**src/rtl/accum_sequencer_4bit_pkg.sv**
```systemverilog
// ============================================================================
// Module : accum_sequencer_4bit_pkg
// Brief  : Shared op and FSM state encodings for the 4-bit accumulator sequencer.
// Rev    : 1.0 - initial release
// ============================================================================
`default_nettype none

package accum_sequencer_4bit_pkg;

    localparam int DATA_W = 4;

    typedef enum logic [1:0] {
        OP_LOAD = 2'b00,
        OP_ADD  = 2'b01,
        OP_SUB  = 2'b10,
        OP_CLR  = 2'b11
    } op_e;

    typedef enum logic [1:0] {
        ST_IDLE = 2'b00,
        ST_EXEC = 2'b01,
        ST_DONE = 2'b10
    } state_e;

endpackage

`default_nettype wire

```
**src/rtl/adder_subtractor_4bit.sv**
```systemverilog
// ============================================================================
// Module : adder_subtractor_4bit
// Brief  : 4-bit ripple-carry adder/subtractor; i_sel=1 computes i_a - i_b.
// Rev    : 1.0 - initial release
// ============================================================================
`default_nettype none

module adder_subtractor_4bit (
    input  logic [3:0] i_a,
    input  logic [3:0] i_b,
    input  logic       i_sel,
    output logic [3:0] o_sum,
    output logic       o_cout
);

    logic [3:0] w_bx;
    logic [4:0] w_c;

    // Subtraction is A + ~B + 1, so sel doubles as the carry-in.
    assign w_bx   = i_b ^ {4{i_sel}};
    assign w_c[0] = i_sel;

    for (genvar gi = 0; gi < 4; gi++) begin : g_ripple
        assign o_sum[gi]  = i_a[gi] ^ w_bx[gi] ^ w_c[gi];
        assign w_c[gi+1]  = (i_a[gi] & w_bx[gi]) | (w_c[gi] & (i_a[gi] ^ w_bx[gi]));
    end

    assign o_cout = w_c[4];

endmodule

`default_nettype wire

```
**src/rtl/accum_sequencer_4bit.sv**
```systemverilog
// ============================================================================
// Module : accum_sequencer_4bit
// Brief  : Handshaked accumulator executing LOAD/ADD/SUB/CLR, ADD/SUB repeated.
// Rev    : 1.0 - initial release
// ============================================================================
`default_nettype none

module accum_sequencer_4bit
    import accum_sequencer_4bit_pkg::*;
(
    input  logic              clk,
    input  logic              reset,
    input  logic              in_valid,
    output logic              in_ready,
    input  logic [1:0]        op,
    input  logic [DATA_W-1:0] operand,
    input  logic [1:0]        rep,
    output logic [DATA_W-1:0] acc,
    output logic              carry,
    output logic              ovf,
    output logic              zero,
    output logic              out_valid,
    input  logic              out_ready
);

    state_e              r_state;
    state_e              w_state_nxt;
    op_e                 r_op;
    logic [DATA_W-1:0]   r_operand;
    logic [1:0]          r_remaining;
    logic [DATA_W-1:0]   r_acc;
    logic                r_carry;
    logic                r_ovf;

    logic [DATA_W-1:0]   w_sum;
    logic                w_cout;
    logic                w_sel;
    logic                w_bx_msb;
    logic                w_step_ovf;
    logic                w_arith;
    logic                w_in_ready;
    logic                w_out_valid;

    assign w_sel   = (r_op == OP_SUB);
    assign w_arith = (r_op == OP_ADD) || (r_op == OP_SUB);

    adder_subtractor_4bit u_addsub (
        .i_a    (r_acc),
        .i_b    (r_operand),
        .i_sel  (w_sel),
        .o_sum  (w_sum),
        .o_cout (w_cout)
    );

    // Signed overflow: operands (after conditional inversion) agree in sign but the result does not.
    assign w_bx_msb   = r_operand[DATA_W-1] ^ w_sel;
    assign w_step_ovf = (r_acc[DATA_W-1] == w_bx_msb) && (w_sum[DATA_W-1] != r_acc[DATA_W-1]);

    always_comb begin
        w_state_nxt = r_state;
        w_in_ready  = 1'b0;
        w_out_valid = 1'b0;
        case (r_state)
            ST_IDLE: begin
                w_in_ready = 1'b1;
                if (in_valid) w_state_nxt = ST_EXEC;
            end
            ST_EXEC: begin
                if (!w_arith || (r_remaining == 2'd0)) w_state_nxt = ST_DONE;
            end
            ST_DONE: begin
                w_out_valid = 1'b1;
                if (out_ready) w_state_nxt = ST_IDLE;
            end
            default: w_state_nxt = ST_IDLE;
        endcase
    end

    always_ff @(posedge clk) begin
        if (reset) begin
            r_state     <= ST_IDLE;
            r_op        <= OP_LOAD;
            r_operand   <= '0;
            r_remaining <= 2'd0;
            r_acc       <= '0;
            r_carry     <= 1'b0;
            r_ovf       <= 1'b0;
        end else begin
            r_state <= w_state_nxt;
            case (r_state)
                ST_IDLE: begin
                    // Carry deliberately holds until the first step of the new command.
                    if (in_valid) begin
                        r_op        <= op_e'(op);
                        r_operand   <= operand;
                        r_remaining <= rep;
                        r_ovf       <= 1'b0;
                    end
                end
                ST_EXEC: begin
                    if (w_arith) begin
                        r_acc   <= w_sum;
                        r_carry <= w_cout;
                        r_ovf   <= r_ovf | w_step_ovf;
                        if (r_remaining != 2'd0) r_remaining <= r_remaining - 2'd1;
                    end else begin
                        r_acc   <= (r_op == OP_LOAD) ? r_operand : '0;
                        r_carry <= 1'b0;
                        r_ovf   <= 1'b0;
                    end
                end
                default: ;
            endcase
        end
    end

    assign in_ready  = w_in_ready;
    assign out_valid = w_out_valid;
    assign acc       = r_acc;
    assign carry     = r_carry;
    assign ovf       = r_ovf;
    assign zero      = (r_acc == '0);

endmodule

`default_nettype wire

```
**config.mk**
```make
export PLATFORM = sky130hd
export DESIGN_NAME = accum_sequencer_4bit
export DESIGN_NICKNAME = d
export VERILOG_FILES = /design/src/rtl/accum_sequencer_4bit_pkg.sv /design/src/rtl/adder_subtractor_4bit.sv /design/src/rtl/accum_sequencer_4bit.sv
export SDC_FILE = /design/constraint.sdc
export NUM_CORES = 1
export LEC_CHECK = 0
export BUFFER_PORTS_ARGS = -buffer_cell sky130_fd_sc_hd__buf_4
export CAP_MARGIN = 10
export CORE_UTILIZATION = 30
export DETAILED_ROUTE_END_ITERATION = 10
export SLEW_MARGIN = 20
export SYNTH_ARGS = -nofsm -noshare
export SYNTH_HDL_FRONTEND = slang
export SYNTH_HIERARCHICAL = 1
export SYNTH_SLANG_ARGS = --single-unit
export TNS_END_PERCENT = 20
```
**constraint.sdc**
```tcl
create_clock -name clk -period 6.23 [get_ports clk]
set_input_delay 0 -clock clk [delete_from_list [all_inputs] [get_ports clk]]
set_output_delay 0 -clock clk [all_outputs]
set_load 0.05 [all_outputs]
```
==> results of run 1 <==
[registers in the layout, indices dropped and copies added, names as in the netlist]
signal       count
carry            1
r_op             2
r_state          2
acc              4
ovf              1
r_operand        4
r_remaining      2
[routing by layer]
metal,track usage,vias to the layer above,part of all wire
met5,0,-,0
met4,0.03136,0,0.0041
met3,0.04989,2,0.064
met2,0.2226,22,0.51
met1,0.1355,362,0.43
li1,-,397,-
[worst max-delay path, cell delays in order (launching register included)]
cell and delay [ps]:
dfxtp_1 340, inv_1 60, ha_1 280, mux2_2 300
fa_1 360, inv_1 70, fa_1 150, inv_1 50
fa_1 490, inv_1 60, or4_4 500, a311oi_2 230
[per-stage QoR]
stage / hold WS, ps / utilization / area (sq um) / total power [mW] / cells
floorplan: 147.2 / - / 922.1 / 0.1682 / 102
global placement: 236.2 / 0.3839 / 1086 / 0.1855 / 148
detailed placement: 244.9 / 0.3839 / 1086 / 0.1877 / 148
CTS: 33.19 / 0.4250 / 1202 / 0.2623 / 160
global route: 98.81 / 0.4250 / 1202 / 0.2732 / 160
finish: 37.98 / 0.4250 / 1202 / 0.2583 / 160
[kinds of logic after synthesis]
family	share of synthesized area
simple gates	0.2510
buf+inv	0.08005
flops	0.3474
compound gates	0.09091
mux	0.07734
fa+ha+maj	0.1058
xor+xnor	0.04749
[report_power, final]
part / total (mW) / internal, mW / switching, mW / leakage, nW
combinational: 0.0726 / 0.0325 / 0.0400 / 0.363
sequential: 0.116 / 0.109 / 0.00738 / 0.131
clock: 0.0697 / 0.0356 / 0.0341 / 0.0210
total: 0.258 / 0.177 / 0.0815 / 0.515
[cells in the final DEF, fill, tap and decap left out, drive strengths merged]
cell type    Yosys  layout
buf              3      21
dfxtp           16      16
inv             11      11
nor2            10      10
nand2           10      10
dlygate4sd3      0       8
mux2i            6       6
nand3            5       5
a31oi            4       4
xor2             4       4
clkbuf           3       4
ha               3       3
fa               3       3
a311oi           3       3
nand2b           3       3
and2b            2       2
or3b             2       2
nand3b           2       2
a21oi            2       2
nor4             1       1
nand4bb          1       1
a221oi           1       1
and4bb           1       1
nand4            1       1
or4              1       1
nor3b            1       1
a22oi            1       1
mux2             1       1
xnor2            1       1
[worst max path at each step]
| stage | start | to | slack, ps |
|---|---|---|---|
| 2_1_floorplan | r_op[0] | ovf | 3380 |
| 3_3_place_gp | r_op[0] | ovf | 3340 |
| 3_5_place_dp | r_op[0] | ovf | 3260 |
| 4_1_cts | r_op[0] | ovf | 3230 |
| 5_1_grt | r_op[0] | ovf | 3120 |
| 6_report | r_op[0] | ovf | 3250 |
[timing repair]
action / CTS / global route
setup endpoints to repair: 0 / 0
hold endpoints to repair: 9 / 0
hold buffers: 8 / 0
[cell type report]
cell class	count	area, sq um	area share
inverter	11	41.29	0.03434
sequential	16	320.3	0.2664
tap	31	38.79	0.03226
multi-input combinational	69	528.0	0.4391
clock buffer	4	36.28	0.03018
timing repair buffer	29	237.7	0.1977
==> results.toml, run 1 <==
[status]
status = "completed"

[grt]
grt_max_degree = 17
grt_pass1_wl_microns = 3118
grt_pass1_vias = 737
grtUsageTotal = 0.1242
grt.overflow.total = 0
antenna_found_initial = 0

[cells_and_area]
layout-drive-gt1-share = 0.2636
area_growth_pct = 30.39
num-nets-final = 148
insertedDiodeCount = 0
nFillCells = 291

[placed_design]
gp_congestion = 0.7820
pre_cts_ws_ps = 3257
dpl.hpwl_microns = 1435
port_buffers = 20

[worst_setup_path]
rrSetupSlack_ps = 3250
ff2ff_path_depth = 11
worst-path-max-fanout = 5
criticalPathCategory = "reg2reg"
timing.rr.start = "r_op[0]"
cp-start-kind = "register"
timing.rr.end = "ovf"
critPathCaptureType = "register"
crit_arrival_ps = 3190
cp.required_ps = 6440

[yosys]
syn-num-nets = 120
synth.avg_cell_area_sq_um = 9.041
synth-seq-area-share = 0.3474
synth-seq-cells = 16
synth_edf_count = 0
synth_common_cells = "dfxtp_1, inv_1, nand2_1, nor2_1, mux2i_1"
synth_cell_types = 31
synth_top_area_frac = 0.3474
yosys_most_used_dff = "dfxtp_1"
synthTopCellsByArea = "dfxtp_1, fa_1, mux2i_1, inv_1, ha_1"
synth.most_common_cell = "dfxtp_1"
yosysWarnings = 6
synthArstFlopShare = 0
yosys.area.top_type = "dfxtp_1"
netlist_instances = 102
netlist_area_sq_um = 922.1

[route]
post_drt_wl_per_cell_microns = 12.17
detail-route-antenna-nets = 0
viasPerCell = 4.894
firstDrtPassIters = 4
drcViolationCount = 0
via_count = 783
wl_microns = 1947
dr.first_iter.drc_count = 12

[floorplanning]
ios = 21
die_h_microns = 57.44
core_area_sq_um = 2829
dieArea_sq_um = 3299
die_w_microns = 57.44
row_count = 19
start_util = 0.3260

[clock_tree]
cts_sinks = 16
cts_resized = 0
clock_latency_ps = 290
root_buffer = "clkbuf_4"
cts_tree = "built"
cts_max_level = 1
clk_pin_slew_ps = 100
cts_buffers = 3
clockBufferDepth = 2
postCtsSetupRepairBufs = 0

[min_path]
hp-class = "in2reg"
min_to = "r_state[1]"
min_path_cells = 4
min_from = "out_ready"

[sta]
fin_ws_ps = 3253
slew_headroom = 0.7686
drv_slew = 0
fin_skew_ps = 2.365
worstMarginPinSlew_ps = 346.7
fmax_mhz = 335.9
finalCritPeriodShare = 0.4778
rsz0062_at_grt = "no"
finalSetupViolCount = 0
fin_crit_ps = 2977
final_hold_viol_count = 0
finalSetupTns_ps = 0

[power]
cellLeakagePower_nw = 0.5150
power_density_nw_per_um2 = 214.8
vdd_drop_max_mv = 0.1099

[job]
cap_violations = 0
No activity file was read; power rests on OpenSTA's default activity.
==> run 2, diff against run 1 <==
--- a/config.mk
+++ b/config.mk
@@ -5,6 +5,7 @@
 export SDC_FILE = /design/constraint.sdc
 export NUM_CORES = 1
 export LEC_CHECK = 0
+export ABC_AREA = 1
 export BUFFER_PORTS_ARGS = -buffer_cell sky130_fd_sc_hd__buf_4
 export CAP_MARGIN = 10
 export CORE_UTILIZATION = 30
==> constraint.sdc (replaced) <==
create_clock -name clk -period 2.8 [get_ports clk]
set_input_delay 0 -clock clk [delete_from_list [all_inputs] [get_ports clk]]
set_output_delay 0 -clock clk [all_outputs]
set_load 0.05 [all_outputs]
==> results.toml, run 2 <==
[yosys]
netlist_area_sq_um = 954.7
synth_edf_count = 0
synthArstFlopShare = 0
syn-num-nets = 154
yosys_most_used_dff = "dfxtp_1"
synth_xor_area_frac = 0.02752
synthTopCellsByArea = "dfxtp_1, nand2_1, inv_1, fa_1, nor2_1"
synth_compound_area_frac = 0.1324
synth_mux_area_frac = 0
synth_cell_types = 21
yosys.area_share.simple = 0.2726
synth-seq-area-share = 0.3355
synth_common_cells = "nand2_1, inv_1, dfxtp_1, nor2_1, o21ai_0"
synth.avg_cell_area_sq_um = 7.020
netlist_instances = 136
yosys.area.top_type = "dfxtp_1"
synth_fa_ha_area_frac = 0.1022
synth_top_family_by_area = "simple AND/OR/NAND/NOR gates"
synth.most_common_cell = "nand2_1"
yosysWarnings = 6
synth-seq-cells = 16
synth_top_area_frac = 0.3355

[placed_design]
placed_cell_area_sq_um = 1130
port_buffers = 20
gp_congestion = 0.8052
dpl.hpwl_microns = 1568

[power]
internal_power_mw = 0.4005
pwr-share-seq = 0.426
power.total_mw = 0.6132
vdd_drop_max_mv = 0.3702
p_clk_frac = 0.254
swShare = 0.3469
power.switching_mw = 0.2127
cellLeakagePower_nw = 0.5759
comb_power_share = 0.320
power_density_nw_per_um2 = 495.0

[clock_tree]
clockBufferDepth = 2
cts_buffers = 3
clk_pin_slew_ps = 100
clock_latency_ps = 290
root_buffer = "clkbuf_4"
postCtsSetupRepairBufs = 0
cts_max_level = 1
cts_tree = "built"
cts_sinks = 16

[floorplanning]
dieArea_sq_um = 3412
die_w_microns = 58.41
start_util = 0.3153
ios = 21
row_count = 20
die_h_microns = 58.41
core_area_sq_um = 3028

[cells_and_area]
layout-drive-gt1-share = 0.2134
area_growth_pct = 29.75
insertedDiodeCount = 0
mostFrequentLayoutCells = "nand2_1, inv_1, buf_4"
postLayoutCellArea_sq_um = 1239
num-nets-final = 183
layout_commonest_cell = "nand2_1"

[sta]
finalSetupViolCount = 0
rsz0062_at_grt = "no"
drv_slew = 0
hold_ws_ps = 18.69
final_hold_viol_count = 0
worstMarginPinSlew_ps = 287.5
finalSetupTns_ps = 0
fin_crit_ps = 2504
finalCritPeriodShare = 0.8941
fin_skew_ps = 0.7425
fmax_mhz = 399.4
slew_headroom = 0.8076

[route]
post_drt_wl_per_cell_microns = 10.08
dr.first_iter.drc_count = 5
drcViolationCount = 0
viasPerCell = 4.413
via_count = 918
firstDrtPassIters = 2
wl_microns = 2097
detail-route-antenna-nets = 0

[min_path]
min_path_cells = 5
hp-class = "in2reg"

[grt]
antenna_found_initial = 0
grt_pass1_vias = 899
grtUsageTotal = 0.1348
grt.overflow.total = 0
grt_max_degree = 13
grt_pass1_wl_microns = 3539

[worst_setup_path]
cpMaxStageDelayCell = "fa_1"
worst-path-max-fanout = 7
cp_cell_sequence = "inv_1 > ha_2 > nand2_1 > o21ai_0 > fa_1 > inv_1 > fa_1 > inv_1 > fa_1 > inv_1 > nor2_1 > nand3_1 > nand3_1 > nand2_1 > a21oi_1"
rrSetupSlack_ps = 300
crit_top_cell = "inv_1"
cp-start-kind = "register"
criticalPathCategory = "reg2reg"
crit_arrival_ps = 2730
cp.required_ps = 3030
ff2ff_path_depth = 15
critPathCaptureType = "register"
slowest_delay_ps = 520

[status]
status = "completed"

[job]
cap_violations = 0
## run 2: changes by cell type in the layout (fill, tap and decap cells not counted), moves of 4 or more
cell and change:
o21ai_0 +9, nand2_1 +24, inv_1 +11, nor2_1 +5, a21oi_1 +4, mux2i_1 -6
## run 2: stage by stage
step                worst slack (ps)  utilization  instances
detailed placement             233.2       0.3731        197
global route                   88.72       0.4091        208
floorplan                      253.0            -        136
CTS                            205.8       0.4083        208
finish                         296.4       0.4091        208
global placement               330.4       0.3731        197
## run 2: kinds of logic after synthesis
group           count (synthesis)
fa+ha+maj                       6
buf+inv                        27
compound gates                 22
xor+xnor                        3
flops                          16
simple gates                   62
## run 2: final timing paths
path | from | end
worst min-delay path | rep[0] | r_remaining[0]
worst min register to register | carry | carry
worst max-delay path | r_op[0] | ovf
worst max register to register | r_op[0] | ovf
## run 2: cell type report
cell class	count	area [sq um]
multi-input combinational	93	513.0
clock buffer	4	36.28
sequential	16	320.3
tap	44	55.05
fill	319	1789
inverter	23	86.33
timing repair buffer	28	227.7
## run 2: routing by layer
metal / vias up / GRT usage / share of wire
met5: - / 0 / 0
met4: 0 / 0.01020 / 0
met3: 0 / 0.04176 / 0.041
met2: 17 / 0.2709 / 0.51
met1: 425 / 0.1411 / 0.45
li1: 476 / - / -
## run 2: worst max-delay path: cells and delay by family, from the launching register on
family          cells  cell delay [ps]
buf+inv             4              230
simple gates        5              380
compound gates      2              220
fa+ha+maj           4             1270
flops               1              330
## run 2: what timing repair did
item,4_1_cts,5_1_grt
setup endpoints to repair,0,1
hold buffers,7,0
gates resized for setup,0,1
hold endpoints to repair,13,0
## run 2: power by group through the flow
stage	logic [mW]	registers, mW	clock network (mW)
after global routing	0.220	0.265	0.172
after global placement	0.184	0.266	0
final	0.196	0.261	0.156
after CTS	0.197	0.262	0.162
after floorplan	0.137	0.275	0
after detailed placement	0.189	0.267	0
==> run 3, diff against run 2 <==
--- a/config.mk
+++ b/config.mk
@@ -6,7 +6,7 @@
 export NUM_CORES = 1
 export LEC_CHECK = 0
 export ABC_AREA = 1
-export BUFFER_PORTS_ARGS = -buffer_cell sky130_fd_sc_hd__buf_4
+export BUFFER_PORTS_ARGS = -buffer_cell sky130_fd_sc_hd__buf_2
 export CAP_MARGIN = 10
 export CORE_UTILIZATION = 30
 export DETAILED_ROUTE_END_ITERATION = 10
==> constraint.sdc (replaced) <==
create_clock -name clk -period 3.1 [get_ports clk]
set_input_delay 0 -clock clk [delete_from_list [all_inputs] [get_ports clk]]
set_output_delay 0 -clock clk [all_outputs]
set_load 0.05 [all_outputs]
==> results.toml, run 3 (synthesis gave the netlist of run 2 again) <==
[status]
status = "completed"

[route]
firstDrtPassIters = 4
post_drt_wl_per_cell_microns = 9.763
viasPerCell = 4.391
wl_microns = 2021
drcViolationCount = 0
detail-route-antenna-nets = 0
dr.first_iter.drc_count = 10
via_count = 909

[sta]
fin_crit_ps = 2648
fin_skew_ps = 1.095
finalSetupViolCount = 0
hold_ws_ps = 16.02
fin_ws_ps = 452.4
slew_headroom = 0.7385
worstMarginPinSlew_ps = 392.2
finalCritPeriodShare = 0.8541
final_hold_viol_count = 0
rsz0062_at_grt = "no"
finalSetupTns_ps = 0
drv_slew = 0
fmax_mhz = 377.7

[placed_design]
placed_cells = 196
gp_congestion = 0.7946
placed_cell_area_sq_um = 1072
dpl.hpwl_microns = 1482
pre_cts_ws_ps = 494.6
port_buffers = 20

[floorplanning]
ios = 21
die_h_microns = 58.41
die_w_microns = 58.41
row_count = 20
dieArea_sq_um = 3412
core_area_sq_um = 3028
start_util = 0.3153

[worst_setup_path]
timing.rr.start = "r_op[0]"
crit_arrival_ps = 2840
ff2ff_path_depth = 15
timing.rr.end = "ovf"
critPathCaptureType = "register"
cp-startpoint = "r_op[0]"
worst-path-max-fanout = 10
rrSetupSlack_ps = 450
critPathCapture = "ovf"
cp-start-kind = "register"
criticalPathCategory = "reg2reg"
cp.required_ps = 3290

[power]
comb_power_share = 0.305
power.total_mw = 0.5431
cellLeakagePower_nw = 0.5601
internal_power_mw = 0.3518
vdd_drop_max_mv = 0.2764
pwr-share-seq = 0.435
p_clk_frac = 0.260
swShare = 0.3523
power.switching_mw = 0.1913
power_density_nw_per_um2 = 460.8

[clock_tree]
clockBufferDepth = 2
cts_tree = "built"
clock_latency_ps = 290
postCtsSetupRepairBufs = 0
cts_max_level = 1
cts_sinks = 16
root_buffer = "clkbuf_4"
clk_pin_slew_ps = 90
cts_buffers = 3

[cells_and_area]
insertedDiodeCount = 0
num-nets-final = 182
finalNonFillerCells = 207
area_growth_pct = 23.46
layout-drive-gt1-share = 0.2025
post-route-util = 0.3893
postLayoutCellArea_sq_um = 1179
layout_commonest_cell = "nand2_1"
mostFrequentLayoutCells = "nand2_1, inv_1, buf_2"

[grt]
grt.overflow.total = 0
grtUsageTotal = 0.1499
grt_max_degree = 13
grt_pass1_wl_microns = 3843
grt_pass1_vias = 923
antenna_found_initial = 0

[job]
cap_violations = 0

[min_path]
hp-class = "in2reg"
min_from = "rep[0]"
## run 3: cell types whose count changed in the layout (fill, tap and decap cells not counted)
cell,change
buf_2,+20
ha_1,+1
buf_4,-21
ha_2,-1
## run 3: power by group through the flow
stage	Sequential (mW)	Clock, mW	Combinational [mW]
after CTS	0.237	0.147	0.166
after floorplan	0.248	0	0.123
final	0.236	0.141	0.165
after global routing	0.239	0.160	0.191
after global placement	0.240	0	0.155
after detailed placement	0.241	0	0.159
## run 3: final cells by class
type,instances,area (sq um)
Clock buffer,4,36.28
Fill cell,317,1849
Inverter,23,86.33
Multi-Input combinational cell,93,510.5
Sequential cell,16,320.3
Tap cell,44,55.05
Timing Repair Buffer,27,170.2
## run 3: what timing repair did
action / CTS / global route
hold buffers: 7 / 0
endpoints found under the hold margin: 13 / 0
gates resized for setup: 0 / 0
## run 3: layer usage
layer	share of wire	track usage	up-vias
li1	-	-	478
met1	0.43	0.1649	405
met2	0.50	0.2693	24
met3	0.059	0.04835	2
met4	0.0089	0.05442	0
met5	0	0	-
## run 3: worst min-delay path by stage
stage | to | slack [ps] | cells after the start
CTS | r_remaining[0] | 8 | 5
floorplan | r_operand[0] | 160 | 2
detailed placement | r_operand[1] | 260 | 3
global placement | r_operand[2] | 260 | 3
global route | r_op[0] | 10 | 3
finish | r_remaining[0] | 20 | 5
## run 3: critical path: stages (launching register included)
cell and delay (ps):
dfxtp_1 320, inv_1 90, ha_1 400, nand2_1 140, o21ai_0 130, fa_1 210, inv_1 50, fa_1 350
inv_1 70, fa_1 450, inv_1 70, nor2_1 30, nand3_1 70, nand3_1 70, nand2_1 50, a21oi_1 50
